$ cat config.mk
export PLATFORM = sky130hd
export DESIGN_NAME = irig_symbol_decoder
export DESIGN_NICKNAME = d
export VERILOG_FILES = /design/src/rtl/irig_pkg.sv /design/src/rtl/irig_sync_filter.sv /design/src/rtl/irig_symbol_decoder.sv
export SDC_FILE = /design/constraint.sdc
export NUM_CORES = 1
export LEC_CHECK = 0
export BUFFER_PORTS_ARGS = -buffer_cell sky130_fd_sc_hd__buf_2
export CAP_MARGIN = 10
export CORE_ASPECT_RATIO = 1.25
export CORE_MARGIN = 4
export CORE_UTILIZATION = 50
export CTS_BUF_LIST = sky130_fd_sc_hd__clkbuf_8
export DETAILED_ROUTE_END_ITERATION = 12
export PLACE_DENSITY = 0.66
export REMOVE_ABC_BUFFERS = 1
export SYNTH_ARGS = -nofsm -noshare
export SYNTH_HDL_FRONTEND = slang
export SYNTH_HIERARCHICAL = 1
export SYNTH_SLANG_ARGS = --single-unit
$ cat constraint.sdc
create_clock -name clk -period 2.7 [get_ports clk]
set_input_delay 0.54 -clock clk [delete_from_list [all_inputs] [get_ports clk]]
set_output_delay 0.54 -clock clk [all_outputs]
set_load 0.01 [all_outputs]
$ cat src/rtl/irig_pkg.sv
// Shared IRIG-B constants: nominal pulse widths, classifier thresholds in tenths of a
// millisecond, decoder FSM states and the symbol codes used by the framing FSM.
package irig_pkg;

    localparam int unsigned NOM_D0_MS   = 2;
    localparam int unsigned NOM_D1_MS   = 5;
    localparam int unsigned NOM_MARK_MS = 8;

    // Decision points sit halfway between the nominal widths.
    localparam int unsigned TENTHS_MIN = 10;
    localparam int unsigned TENTHS_01  = 35;
    localparam int unsigned TENTHS_1M  = 65;
    localparam int unsigned TENTHS_MAX = 95;
    localparam int unsigned TENTHS_LOS = 120;

    typedef enum logic [1:0] {
        ST_WAIT_LOW,
        ST_LOW,
        ST_HIGH,
        ST_OVF
    } state_e;

    typedef enum logic [1:0] {
        SYM_ERR,
        SYM_D0,
        SYM_D1,
        SYM_MARK
    } sym_e;

    typedef enum logic [1:0] {
        TS_SEL_NONE,
        TS_SEL_D0,
        TS_SEL_D1,
        TS_SEL_MARK
    } ts_select_e;

    function automatic int unsigned irig_ticks(input int unsigned tpm, input int unsigned tenths);
        return tpm * tenths / 10;
    endfunction

    function automatic sym_e irig_classify(input int unsigned w, input int unsigned tpm);
        if (w < irig_ticks(tpm, TENTHS_MIN))       return SYM_ERR;
        else if (w < irig_ticks(tpm, TENTHS_01))   return SYM_D0;
        else if (w < irig_ticks(tpm, TENTHS_1M))   return SYM_D1;
        else if (w <= irig_ticks(tpm, TENTHS_MAX)) return SYM_MARK;
        else                                       return SYM_ERR;
    endfunction

endpackage

$ cat src/rtl/irig_sync_filter.sv
// Two-flop synchroniser followed by a stability filter; the filtered level only follows
// the input after it has differed for FILT_LEN consecutive cycles.
module irig_sync_filter #(
    parameter int unsigned FILT_LEN = 16
) (
    input  logic clk,
    input  logic rst,
    input  logic irig_in,
    output logic level_o,
    output logic rise_o,
    output logic fall_o,
    output logic quiet_o
);

    localparam int CW = (FILT_LEN > 1) ? $clog2(FILT_LEN) : 1;
    localparam logic [CW-1:0] CNT_LAST = CW'(FILT_LEN - 1);

    logic          sync1_q;
    logic          sync2_q;
    logic          level_q, level_d;
    logic          rise_q, rise_d;
    logic          fall_q, fall_d;
    logic [CW-1:0] cnt_q, cnt_d;

    always_comb begin
        level_d = level_q;
        cnt_d   = '0;
        rise_d  = 1'b0;
        fall_d  = 1'b0;
        if (sync2_q != level_q) begin
            if (cnt_q == CNT_LAST) begin
                level_d = ~level_q;
                rise_d  = ~level_q;
                fall_d  = level_q;
            end else begin
                cnt_d = cnt_q + CW'(1);
            end
        end
    end

    always_ff @(posedge clk) begin
        if (rst) begin
            sync1_q <= 1'b0;
            sync2_q <= 1'b0;
            level_q <= 1'b0;
            rise_q  <= 1'b0;
            fall_q  <= 1'b0;
            cnt_q   <= '0;
        end else begin
            sync1_q <= irig_in;
            sync2_q <= sync1_q;
            level_q <= level_d;
            rise_q  <= rise_d;
            fall_q  <= fall_d;
            cnt_q   <= cnt_d;
        end
    end

    assign level_o = level_q;
    assign rise_o  = rise_q;
    assign fall_o  = fall_q;
    // Low everywhere in the pipe, so no edge can be pending.
    assign quiet_o = ~sync1_q & ~sync2_q & ~level_q;

endmodule

$ cat src/rtl/irig_symbol_decoder.sv
// IRIG-B front end: measures filtered high-pulse widths, classifies them as 0/1/MARK and
// flags malformed pulses and carrier loss with registered one-cycle strobes.
module irig_symbol_decoder
    import irig_pkg::*;
#(
    parameter int unsigned TICKS_PER_MS = 10000,
    parameter int unsigned FILT_LEN     = 16,
    parameter int unsigned CNT_W        = 24
) (
    input  logic clk,
    input  logic rst,
    input  logic irig_in,
    output logic irig_rise,
    output logic irig_d0,
    output logic irig_d1,
    output logic irig_mark,
    output logic irig_err,
    output logic sig_valid
);

    localparam logic [CNT_W-1:0] T_MAX = CNT_W'(irig_ticks(TICKS_PER_MS, TENTHS_MAX));
    localparam logic [CNT_W-1:0] T_LOS = CNT_W'(irig_ticks(TICKS_PER_MS, TENTHS_LOS));

    logic filt_level, filt_rise, filt_fall, filt_quiet;

    irig_sync_filter #(
        .FILT_LEN (FILT_LEN)
    ) u_filter (
        .clk     (clk),
        .rst     (rst),
        .irig_in (irig_in),
        .level_o (filt_level),
        .rise_o  (filt_rise),
        .fall_o  (filt_fall),
        .quiet_o (filt_quiet)
    );

    state_e           state_q, state_d;
    logic [CNT_W-1:0] hcnt_q, hcnt_d;
    logic [CNT_W-1:0] lcnt_q, lcnt_d;
    logic [CNT_W-1:0] hcnt_inc, lcnt_inc;
    logic             rise_q, rise_d;
    logic             d0_q, d0_d;
    logic             d1_q, d1_d;
    logic             mark_q, mark_d;
    logic             err_q, err_d;
    logic             valid_q, valid_d;

    assign hcnt_inc = hcnt_q + CNT_W'(1);
    assign lcnt_inc = lcnt_q + CNT_W'(1);

    always_comb begin
        state_d = state_q;
        hcnt_d  = hcnt_q;
        lcnt_d  = lcnt_q;
        rise_d  = 1'b0;
        d0_d    = 1'b0;
        d1_d    = 1'b0;
        mark_d  = 1'b0;
        err_d   = 1'b0;
        case (state_q)
            ST_WAIT_LOW: begin
                // Two quiet cycles in a row: the synchroniser's reset zeros alone cannot release us.
                if (!filt_level && filt_quiet) begin
                    lcnt_d = CNT_W'(1);
                    if (lcnt_q != '0) state_d = ST_LOW;
                end else begin
                    lcnt_d = '0;
                end
            end
            ST_LOW: begin
                if (filt_rise) begin
                    rise_d  = 1'b1;
                    hcnt_d  = CNT_W'(1);
                    lcnt_d  = '0;
                    state_d = ST_HIGH;
                end else if (lcnt_q < T_LOS) begin
                    lcnt_d = lcnt_inc;
                    if (lcnt_inc == T_LOS) err_d = 1'b1;
                end
            end
            ST_HIGH: begin
                if (filt_fall) begin
                    case (irig_classify(32'(hcnt_q), TICKS_PER_MS))
                        SYM_D0:   d0_d   = 1'b1;
                        SYM_D1:   d1_d   = 1'b1;
                        SYM_MARK: mark_d = 1'b1;
                        default:  err_d  = 1'b1;
                    endcase
                    lcnt_d  = CNT_W'(1);
                    state_d = ST_LOW;
                end else if (hcnt_q >= T_MAX) begin
                    // This cycle is high cycle T_MAX+1: reject now, while the line is still high.
                    err_d   = 1'b1;
                    hcnt_d  = hcnt_inc;
                    state_d = ST_OVF;
                end else begin
                    hcnt_d = hcnt_inc;
                end
            end
            ST_OVF: begin
                if (filt_fall) begin
                    lcnt_d  = CNT_W'(1);
                    state_d = ST_LOW;
                end
            end
            default: state_d = ST_WAIT_LOW;
        endcase
        if (err_d)                      valid_d = 1'b0;
        else if (d0_d | d1_d | mark_d)  valid_d = 1'b1;
        else                            valid_d = valid_q;
    end

    always_ff @(posedge clk) begin
        if (rst) begin
            state_q <= ST_WAIT_LOW;
            hcnt_q  <= '0;
            lcnt_q  <= '0;
            rise_q  <= 1'b0;
            d0_q    <= 1'b0;
            d1_q    <= 1'b0;
            mark_q  <= 1'b0;
            err_q   <= 1'b0;
            valid_q <= 1'b0;
        end else begin
            state_q <= state_d;
            hcnt_q  <= hcnt_d;
            lcnt_q  <= lcnt_d;
            rise_q  <= rise_d;
            d0_q    <= d0_d;
            d1_q    <= d1_d;
            mark_q  <= mark_d;
            err_q   <= err_d;
            valid_q <= valid_d;
        end
    end

    assign irig_rise = rise_q;
    assign irig_d0   = d0_q;
    assign irig_d1   = d1_q;
    assign irig_mark = mark_q;
    assign irig_err  = err_q;
    assign sig_valid = valid_q;

endmodule

# Word-level counts from Yosys, hierarchy flattened
# Cells that the tools add are included.
[totals]
register_bits = 65
output_inout_bits = 6
wordCells = 104
[classes]
addsub = 3
n_lt_le_gt_ge = 6
eq_ne = 17
n_mux = 38
n_bitwise = 10
n_reduce_logical = 15
[ops]
columns = ["operator", "n"]
rows = [
  ["24-bit 2-to-1 mux", 5],
  ["24-bit case mux with 3 select lines", 1],
  ["24-bit by 1-bit adder with 24-bit output (second input constant)", 2],
  ["24-bit by 16-bit less-than comparator with 1-bit output (second input constant)", 2],
  ["24-bit case mux with 2 select lines", 1],
  ["24-bit by 17-bit equality test with 1-bit output (second input constant)", 1],
  ["24-bit by 17-bit greater-or-equal comparator with 1-bit output (second input constant)", 1],
  ["24-bit by 17-bit <= comparator with 1-bit output (second input constant)", 1],
  ["24-bit by 14-bit less-than comparator with 1-bit output (second input constant)", 1],
  ["24-bit by 17-bit less-than comparator with 1-bit output (second input constant)", 1],
  ["2-bit 2-to-1 mux", 12],
  ["24-bit nonzero test", 1],
  ["1-bit 2-to-1 mux", 17],
  ["3-bit OR reduction", 3],
  ["2-bit equality test (second input constant)", 4],
  ["2-bit case mux with 4 select lines", 1],
  ["2-bit by 1-bit != test with 1-bit output (second input constant)", 3],
  ["2-bit != test (second input constant)", 3],
  ["3-bit by 2-bit != test with 1-bit output (second input constant)", 2],
  ["1-bit NOT", 6],
  ["2-bit OR reduction", 3],
  ["5-bit AND reduction", 1],
  ["4-bit by 1-bit adder with 4-bit output (second input constant)", 1],
  ["2-bit by 1-bit equality test with 1-bit output (second input constant)", 2],
  ["11 further kinds", 14],
]

# Longest topological paths before layout
# Gate-level depths: netlist of the first run.
[logic_depth]
depth_word = 13
depth_mapped = 9
ltp_nobuf = 8

# Hierarchy
# The synthesis of the first run kept the hierarchy.
[modules_own_cells]
columns = ["mod", "instances", "cells_per_inst", "area_each_um2"]
rows = [
  ["irig_symbol_decoder", 1, 406, 3184.3],
  ["irig_sync_filter", 1, 28, 311.5],
]

# Least setup slack after synthesis of the first run
# OpenSTA, ideal clock, no wires.
[synth_timing]
kind = "register to register"
start = "register lcnt_q[0]"
end = "register valid_q (netlist: sig_valid)"
setup_ns = 0.116
t_arrival_ns = 2.331
required_time_ns = 2.584
setup_slack_ns = 0.253
path_stages_with_launch = 8
path_buffers = 0
period_less_slack_ns = 2.447
cell_sequence = "dfxtp_1 > ha_1 > nand3_1 > or3_1 > a22oi_1 > or4b_1 > or4_4 > o211a_1"
[synth_between]
elab_chain_cells = 7
[synth_rtl]
columns = ["element", "line_no", "text"]
rows = [
  ["from (decl)", "irig_symbol_decoder.sv:40", "logic [CNT_W-1:0] lcnt_q, lcnt_d;"],
  ["from (signal assigned)", "irig_symbol_decoder.sv:128", "lcnt_q <= lcnt_d;"],
  ["24-bit by 1-bit adder with 24-bit output", "irig_symbol_decoder.sv:50", "assign lcnt_inc = lcnt_q + CNT_W'(1);"],
  ["24-bit by 17-bit equality test with 1-bit output", "irig_symbol_decoder.sv:79", "if (lcnt_inc == T_LOS) err_d = 1'b1;"],
  ["1-bit 2-to-1 mux", "irig_symbol_decoder.sv:79", ""],
  ["1-bit 2-to-1 mux *", "irig_symbol_decoder.sv:77", "end else if (lcnt_q < T_LOS) begin"],
  ["1-bit 2-to-1 mux *", "irig_symbol_decoder.sv:72", "if (filt_rise) begin"],
  ["1-bit case mux with 2 select lines *", "irig_symbol_decoder.sv:61", "case (state_q)"],
  ["2-bit OR reduction (no line) *", "n/a", ""],
  ["to (signal assigned)", "irig_symbol_decoder.sv:134", "valid_q <= valid_d;"],
  ["to (decl)", "irig_symbol_decoder.sv:47", "logic valid_q, valid_d;"],
]
# Mark *: on every way between the ends. The rest lies on a longest branch, timed or not.
# A chain may end at the register's enable or synchronous reset.

# Worst setup path in the final report of the first run
[layout_timing]
start = "register lcnt_q[1]"
end = "register valid_q (netlist: sig_valid)"
# The elaborated chain is that of the path after synthesis.

==> summary.md, run 1 <==
| Metric | Value |
|---|---|
| Detailed Route Iter0 Violations | 92 |
| Fin. max-slew vios | 0 |
| Critical Path End Type | flip-flop |
| Worst Path Class, Setup | reg2reg |
| Seq/Total Area, Yosys | 0.372 |
| Worst Skew | 0.0111 ns |
| WL final | 8000 um |
| Ports | 9 |
| Clock latency on the worst-skew pair | 0.36 ns |
| Crit-path slowest cell | dfxtp_1 |
| Root Driver | clkbuf_8 |
| #FFs+latches synth | 65 |
| Number of synthesized flops with an enable pin | 0 |
| CTS Buffer Depth | 2 |
| MaxCap Viol Count | 0 |
| Worst hold path type | in2reg |
| Gr ovfl total | 0 |
| Post-detail-place hpwl | 5660 um |
| Average wire per standard cell | 14.7 um |
| P&R area growth vs syn | 10.8% |
| Die ar. | 0.00840 mm^2 |
| Drt pass-1 iters | 4 |
| Nets | 465 |
| Relative slew margins | 0.641 |
| Diodes inserted | 0 |
| RSZ-0062 raised after global routing | false |
| Die height | 101 um |
| Top Family by Delay on Critical Path | simple AND/OR/NAND/NOR gates |
| Setup Buffers After CTS | 0 |
| CP Data Required Time | 2.95 ns |
| Post-route ant nets | 0 |
| Startpoint Class | flip-flop |
| Initial Util | 0.523 |
| DIE WIDTH | 82.8 um |
| Fraction of registers with async set/reset | 0 |
| Initial antenna violation count | 0 |
| Fin. Hold Viols | 0 |
| Detailed-route via count | 3124 |
| Max incr delay on CP | 0.45 ns |
| CP arrival | 2.77 ns |
| Clock sink total | 65 |
| Largest net degree at the start of global routing | 23 |
| Ys Warns | 6 |
| Total of fill cells in the finished design | 644 |
| Worst-path cell chain | ha_2 > nand3_1 > or3_1 > a22oi_1 > or4b_1 > or4_4 > o211a_1 |
| Status | complete, no violations |
| Rows | 33 |
| Most common cell after layout, fill and taps aside | dfxtp_1 |
| Distinct cell type count after synthesis | 59 |
| Ratio of cells with drive above 1 in the final layout | 0.107 |
| Final Setup Violations | 0 |
| Leading register cell type out of synthesis | dfxtp_1 |
| Inst Count DP | 527 |
| Crit Path Max Fanout | 7 |
| PwrDens | 550 mW/mm^2 |
| Clock transition at path regs | 0.07 ns |
| Worst path buffer plus inverter count | 0 |
| Post-cts hold buffer count | 0 |
| Least-Margin Pin Slew | 0.536 ns |
| Post-Syn Area | 0.00350 mm^2 |
| Cts bufs inserted | 9 |
| Non-filler cells, final | 543 |
| Vias in the first global route | 2935 |
| Post-cts gate resize count | 0 |
| First-pass GRT wire length | 13700 um |
| Commonest non-fill, non-tap cells in the layout | 65 x dfxtp_1, 63 x nor2_1, 44 x nand2_1 |
| CTS tree | built |
| Core area | 0.00669 mm^2 |
| Minimum clock period | 2.52 ns |
| Leak | 1.43 nW |
| Worst vdd ir | 0.444 mV |
| H-tree level count | 3 |
| Port buffer count | 8 |
| Avg Synthesized Cell Area | 8.05 um^2 |
| Post-Synthesis Cells | 434 |
| Tightest hold margin | 0.413 ns |
| F_max | 397 MHz |
| Period utilization | 0.934 |
| Drt drc | 0 |
| Gpl congestion | 0.885 |
| Final TNS setup | 0 ns |
| GRT Util Overall | 0.210 |
| Drt via density | 5.75 |
[report_power, final]
| group | internal [W] | leakage (nW) | switching, W |
|---|---|---|---|
| registers | 0.000980 | 0.524 | 0.0000237 |
| clock network | 0.000438 | 0.110 | 0.000369 |
| logic | 0.000122 | 0.797 | 0.000197 |
| total | 0.00154 | 1.43 | 0.000590 |
[kinds of logic after synthesis]
logic type | after synthesis | share of synthesized area
compound gates | 82 | 0.157
xor+xnor | 24 | 0.0601
fa+ha+maj | 11 | 0.0394
buf+inv | 33 | 0.0401
flops | 65 | 0.372
mux | 2 | 0.00573
simple gates | 217 | 0.325
[per-layer routing]
layer / vias to the layer above / GRT usage / wire length, um
met5: - / 0 / 0
met4: 0 / 0.121 / 267
met3: 26 / 0.0472 / 270
met2: 53 / 0.328 / 3830
met1: 1459 / 0.263 / 3630
li1: 1586 / - / -
[final cells by class]
cell class,instances,area (um^2),share of cell area
flip-flops and latches,65,1300,0.336
clock inverters,6,51.3,0.0132
repair buffers,24,160,0.0414
well taps,87,109,0.0281
clock buffers,10,138,0.0355
inverters,15,56.3,0.0145
multi-input cells,336,2060,0.531
[synth_stat cells (all sizes together), types with 3 or more instances]
cell type   n  share of area
xor2        8          0.020
nor3       18          0.027
a311oi      5          0.013
or4         7          0.017
ha         11          0.039
nor4b       4          0.012
o211ai      5          0.011
and4        3         0.0075
a31oi       7          0.013
o21ai      19          0.027
nand2b      6          0.011
nand4      11          0.020
nand3      17          0.026
or3         7          0.013
xnor2      16          0.040
nand2      44          0.047
nor2       63          0.068
nand3b      4         0.0086
and3        8          0.015
and2        9          0.016
nor2b       4         0.0072
a211o       3         0.0075
a211oi      4         0.0086
inv        15          0.016
dfxtp      65           0.37
a21oi      19          0.029
buf         6          0.011
a41oi       3         0.0075
clkbuf     12          0.013
nor4        6          0.015
[registers in the layout (all words and copies together) (netlist names), 2 cells and up]
| signal | flops |
|---|---|
| lcnt_q | 24 |
| hcnt_q | 24 |
| state_q | 2 |
| u_filter/cnt_q | 4 |
[stage by stage]
stage | worst slack, ns | utilization | instance area [um^2] | total power (W)
3_5_place_dp | 0.132 | 0.550 | 3680 | 0.00134
5_1_grt | 0.0381 | 0.579 | 3870 | 0.00224
2_1_floorplan | 0.247 | - | 3410 | 0.00123
3_3_place_gp | 0.206 | 0.550 | 3680 | 0.00134
4_1_cts | 0.132 | 0.579 | 3870 | 0.00215
6_report | 0.179 | 0.579 | 3870 | 0.00213
[worst paths after layout]
kind	depth (start not counted)	from	to	slack, ns
max	7	lcnt_q[1]	sig_valid	0.18
min	2	irig_in	u_filter/sync1_q	0.41
max reg2reg	7	lcnt_q[1]	sig_valid	0.18
min reg2reg	1	u_filter/cnt_q[0]	u_filter/cnt_q[0]	0.45
Note: power is estimated with default switching activity, not from simulation.
==> run 2, diff against run 1 <==
--- a/config.mk
+++ b/config.mk
@@ -13,6 +13,7 @@
 export CTS_BUF_LIST = sky130_fd_sc_hd__clkbuf_8
 export DETAILED_ROUTE_END_ITERATION = 12
 export PLACE_DENSITY = 0.66
+export RECOVER_POWER = 25
 export REMOVE_ABC_BUFFERS = 1
 export SYNTH_ARGS = -nofsm -noshare
 export SYNTH_HDL_FRONTEND = slang
==> run 2 against run 1 <==
Compared with the run above:
- first-iteration DRC count increased by 9.8%
- via count unchanged
- global-route usage unchanged
- power decreased by 0.54%
- hold slack improved by 0.0046 ns
- highest routed layer unchanged
- sequential cell count unchanged
- fmax increased by 0.22%
- critical path type unchanged
==> summary.md, run 2 (synthesis results as in run 1) <==
| Metric | Value |
|---|---|
| Largest net degree at the start of global routing | 23 (unchanged) |
| R2R setup slack | 0.18 ns (about the same) |
| Status | complete, no violations |
| Worst vdd ir | 0.443 mV (-0.17%) |
| P&R area growth vs syn | 10.2% |
| Ports | 9 (unchanged) |
| Die ar. | 0.00840 mm^2 (unchanged) |
| Fin. max-slew vios | 0 (unchanged) |
| RR Endpoint | sig_valid |
| Root Driver | clkbuf_8 |
| Setup Buffers After CTS | 0 (unchanged) |
| Clock transition at path regs | 0.07 ns (about the same) |
| Ratio of cells with drive above 1 in the final layout | 0.0855 (-0.0219) |
| Vias in the first global route | 2935 (unchanged) |
| Average wire per standard cell | 14.6 um (-0.89%) |
| Nets | 465 (unchanged) |
| Reg2reg start | lcnt_q[1] |
| Gate power share | 0.147 (-0.003) |
| Diodes inserted | 0 (unchanged) |
| Hold endpoint | u_filter/sync1_q |
| Crit Path Max Fanout | 7 (unchanged) |
| Worst hold path type | in2reg |
| Placement Setup Slack | 0.132 ns (unchanged) |
| Least-Margin Pin Slew | 1.07 ns (+0.536 ns) |
| Hold Path Depth | 2 (unchanged) |
| Clock latency on the worst-skew pair | 0.35 ns (about the same) |
| Gr ovfl total | 0 (unchanged) |
| Hold Path Origin | irig_in |
| Final setup margin | 0.184 ns (+0.00556 ns) |
| Commonest non-fill, non-tap cells in the layout | 65 x dfxtp_1, 63 x nor2_1, 44 x nand2_1 |
| Detailed-route via count | 3124 (unchanged) |
| First-pass GRT wire length | 13700 um (unchanged) |
| H-tree level count | 3 (unchanged) |
| Fin. Hold Viols | 0 (unchanged) |
| Drt drc | 0 (unchanged) |
| Detailed Route Iter0 Violations | 101 (+9.8%) |
| Initial Util | 0.523 (unchanged) |
| Clock sink total | 65 (unchanged) |
| Drt pass-1 iters | 4 (unchanged) |
| Minimum clock period | 2.52 ns (-0.00556 ns) |
| Drt via density | 5.75 (unchanged) |
| CTS Buffer Depth | 2 (unchanged) |
| PwrDens | 550 mW/mm^2 (about the same) |
| Initial antenna violation count | 0 (unchanged) |
| GRT Util Overall | 0.210 (unchanged) |
| CTS tree | built |
| Final instance area | 0.00385 mm^2 (-0.55%) |
| Period utilization | 0.932 (-0.00206) |
| Net Sw Frac | 0.276 (-0.000919) |
| Final TNS setup | 0 ns (unchanged) |
| Rows | 33 (unchanged) |
| P_int | 0.00153 W (-0.41%) |
| Clock Power Share | 0.379 (about the same) |
| F_max | 398 MHz (+0.22%) |
| MaxCap Viol Count | 0 (unchanged) |
| Relative slew margins | 0.286 (-0.356) |
| Most common cell after layout, fill and taps aside | dfxtp_1 |
| Worst Path Class, Setup | reg2reg |
| RSZ-0062 raised after global routing | false |
| DIE WIDTH | 82.8 um (unchanged) |
| Cts bufs inserted | 9 (unchanged) |
| Startpoint Class | flip-flop |
| Largest regs | hcnt_q x24, lcnt_q x24, u_filter/cnt_q x4 |
| Die height | 101 um (unchanged) |
| Final Setup Violations | 0 (unchanged) |
| Tightest hold margin | 0.417 ns (+0.00464 ns) |
| Core area | 0.00669 mm^2 (unchanged) |
| CP arrival | 2.76 ns (about the same) |
| Sw power | 0.000584 W (-0.87%) |
| Post-route ant nets | 0 (unchanged) |
| Worst R2R Path Depth | 7 (unchanged) |
| CP Data Required Time | 2.94 ns (about the same) |
| Critical Path End Type | flip-flop |
| Port buffer count | 8 (unchanged) |
| Dpl cell area | 0.00368 mm^2 (unchanged) |
| Leak | 1.39 nW (-2.6%) |
| Gpl congestion | 0.885 (unchanged) |
| Worst Skew | 0.0119 ns (+0.000750 ns) |
| Post-detail-place hpwl | 5660 um (unchanged) |
| Seq pwr share | 0.474 (+0.003) |
| Total Power | 0.00212 W (-0.54%) |
| WL final | 7930 um (-0.89%) |
==> run 2: cell types whose count changed in the layout (fill, tap and decap cells not counted) <==
| cell | change |
|---|---|
| buf_4 | -2 |
| nand3_2 | -1 |
| buf_2 | -7 |
| nand3_1 | +1 |
| clkbuf_1 | +9 |
==> run 2: per-stage QoR <==
step / cells / utilization
2_1_floorplan: 416 / -
3_5_place_dp: 527 / 0.550
5_1_grt: 543 / 0.576
4_1_cts: 543 / 0.579
6_report: 543 / 0.576
3_3_place_gp: 527 / 0.550
==> run 2: timing repair <==
action	CTS	global route
hold buffers	0	0
gates resized for setup	0	1
hold endpoints to repair	0	0
endpoints found under the setup margin	0	1
==> run 2: worst max path at each step <==
stage	to	start
after CTS	sig_valid	lcnt_q[1]
after detailed placement	sig_valid	lcnt_q[1]
after floorplan	sig_valid	lcnt_q[0]
after global placement	sig_valid	lcnt_q[1]
final	sig_valid	lcnt_q[1]
after global routing	sig_valid	lcnt_q[1]
==> run 2: final cells by class <==
class	instances	area [um^2]
clock buffers	10	138
clock inverters	6	51.3
fillers	649	2840
inverters	15	56.3
multi-input cells	336	2050
flip-flops and latches	65	1300
well taps	87	109
repair buffers	24	144
==> run 2: layer usage <==
| layer | global-route usage | share of wire |
|---|---|---|
| met3 | 0.0472 | 0.049 |
| met5 | 0 | 0 |
| met1 | 0.263 | 0.45 |
| met2 | 0.328 | 0.48 |
| met4 | 0.121 | 0.028 |
==> run 2: critical path, stage by stage, from the launching register on <==
cell and delay, ns:
dfxtp_1 0.44, ha_2 0.29, nand3_1 0.11, or3_1 0.38
a22oi_1 0.18, or4b_1 0.44, or4_4 0.44, o211a_1 0.14
==> run 2: power groups by stage <==
stage | registers (W) | logic [W] | clock network (W)
after floorplan | 0.00102 | 0.000207 | 0
after global placement | 0.00102 | 0.000317 | 0
after detailed placement | 0.00102 | 0.000319 | 0
after CTS | 0.00100 | 0.000322 | 0.000824
after global routing | 0.00101 | 0.000356 | 0.000872
final | 0.00100 | 0.000312 | 0.000803
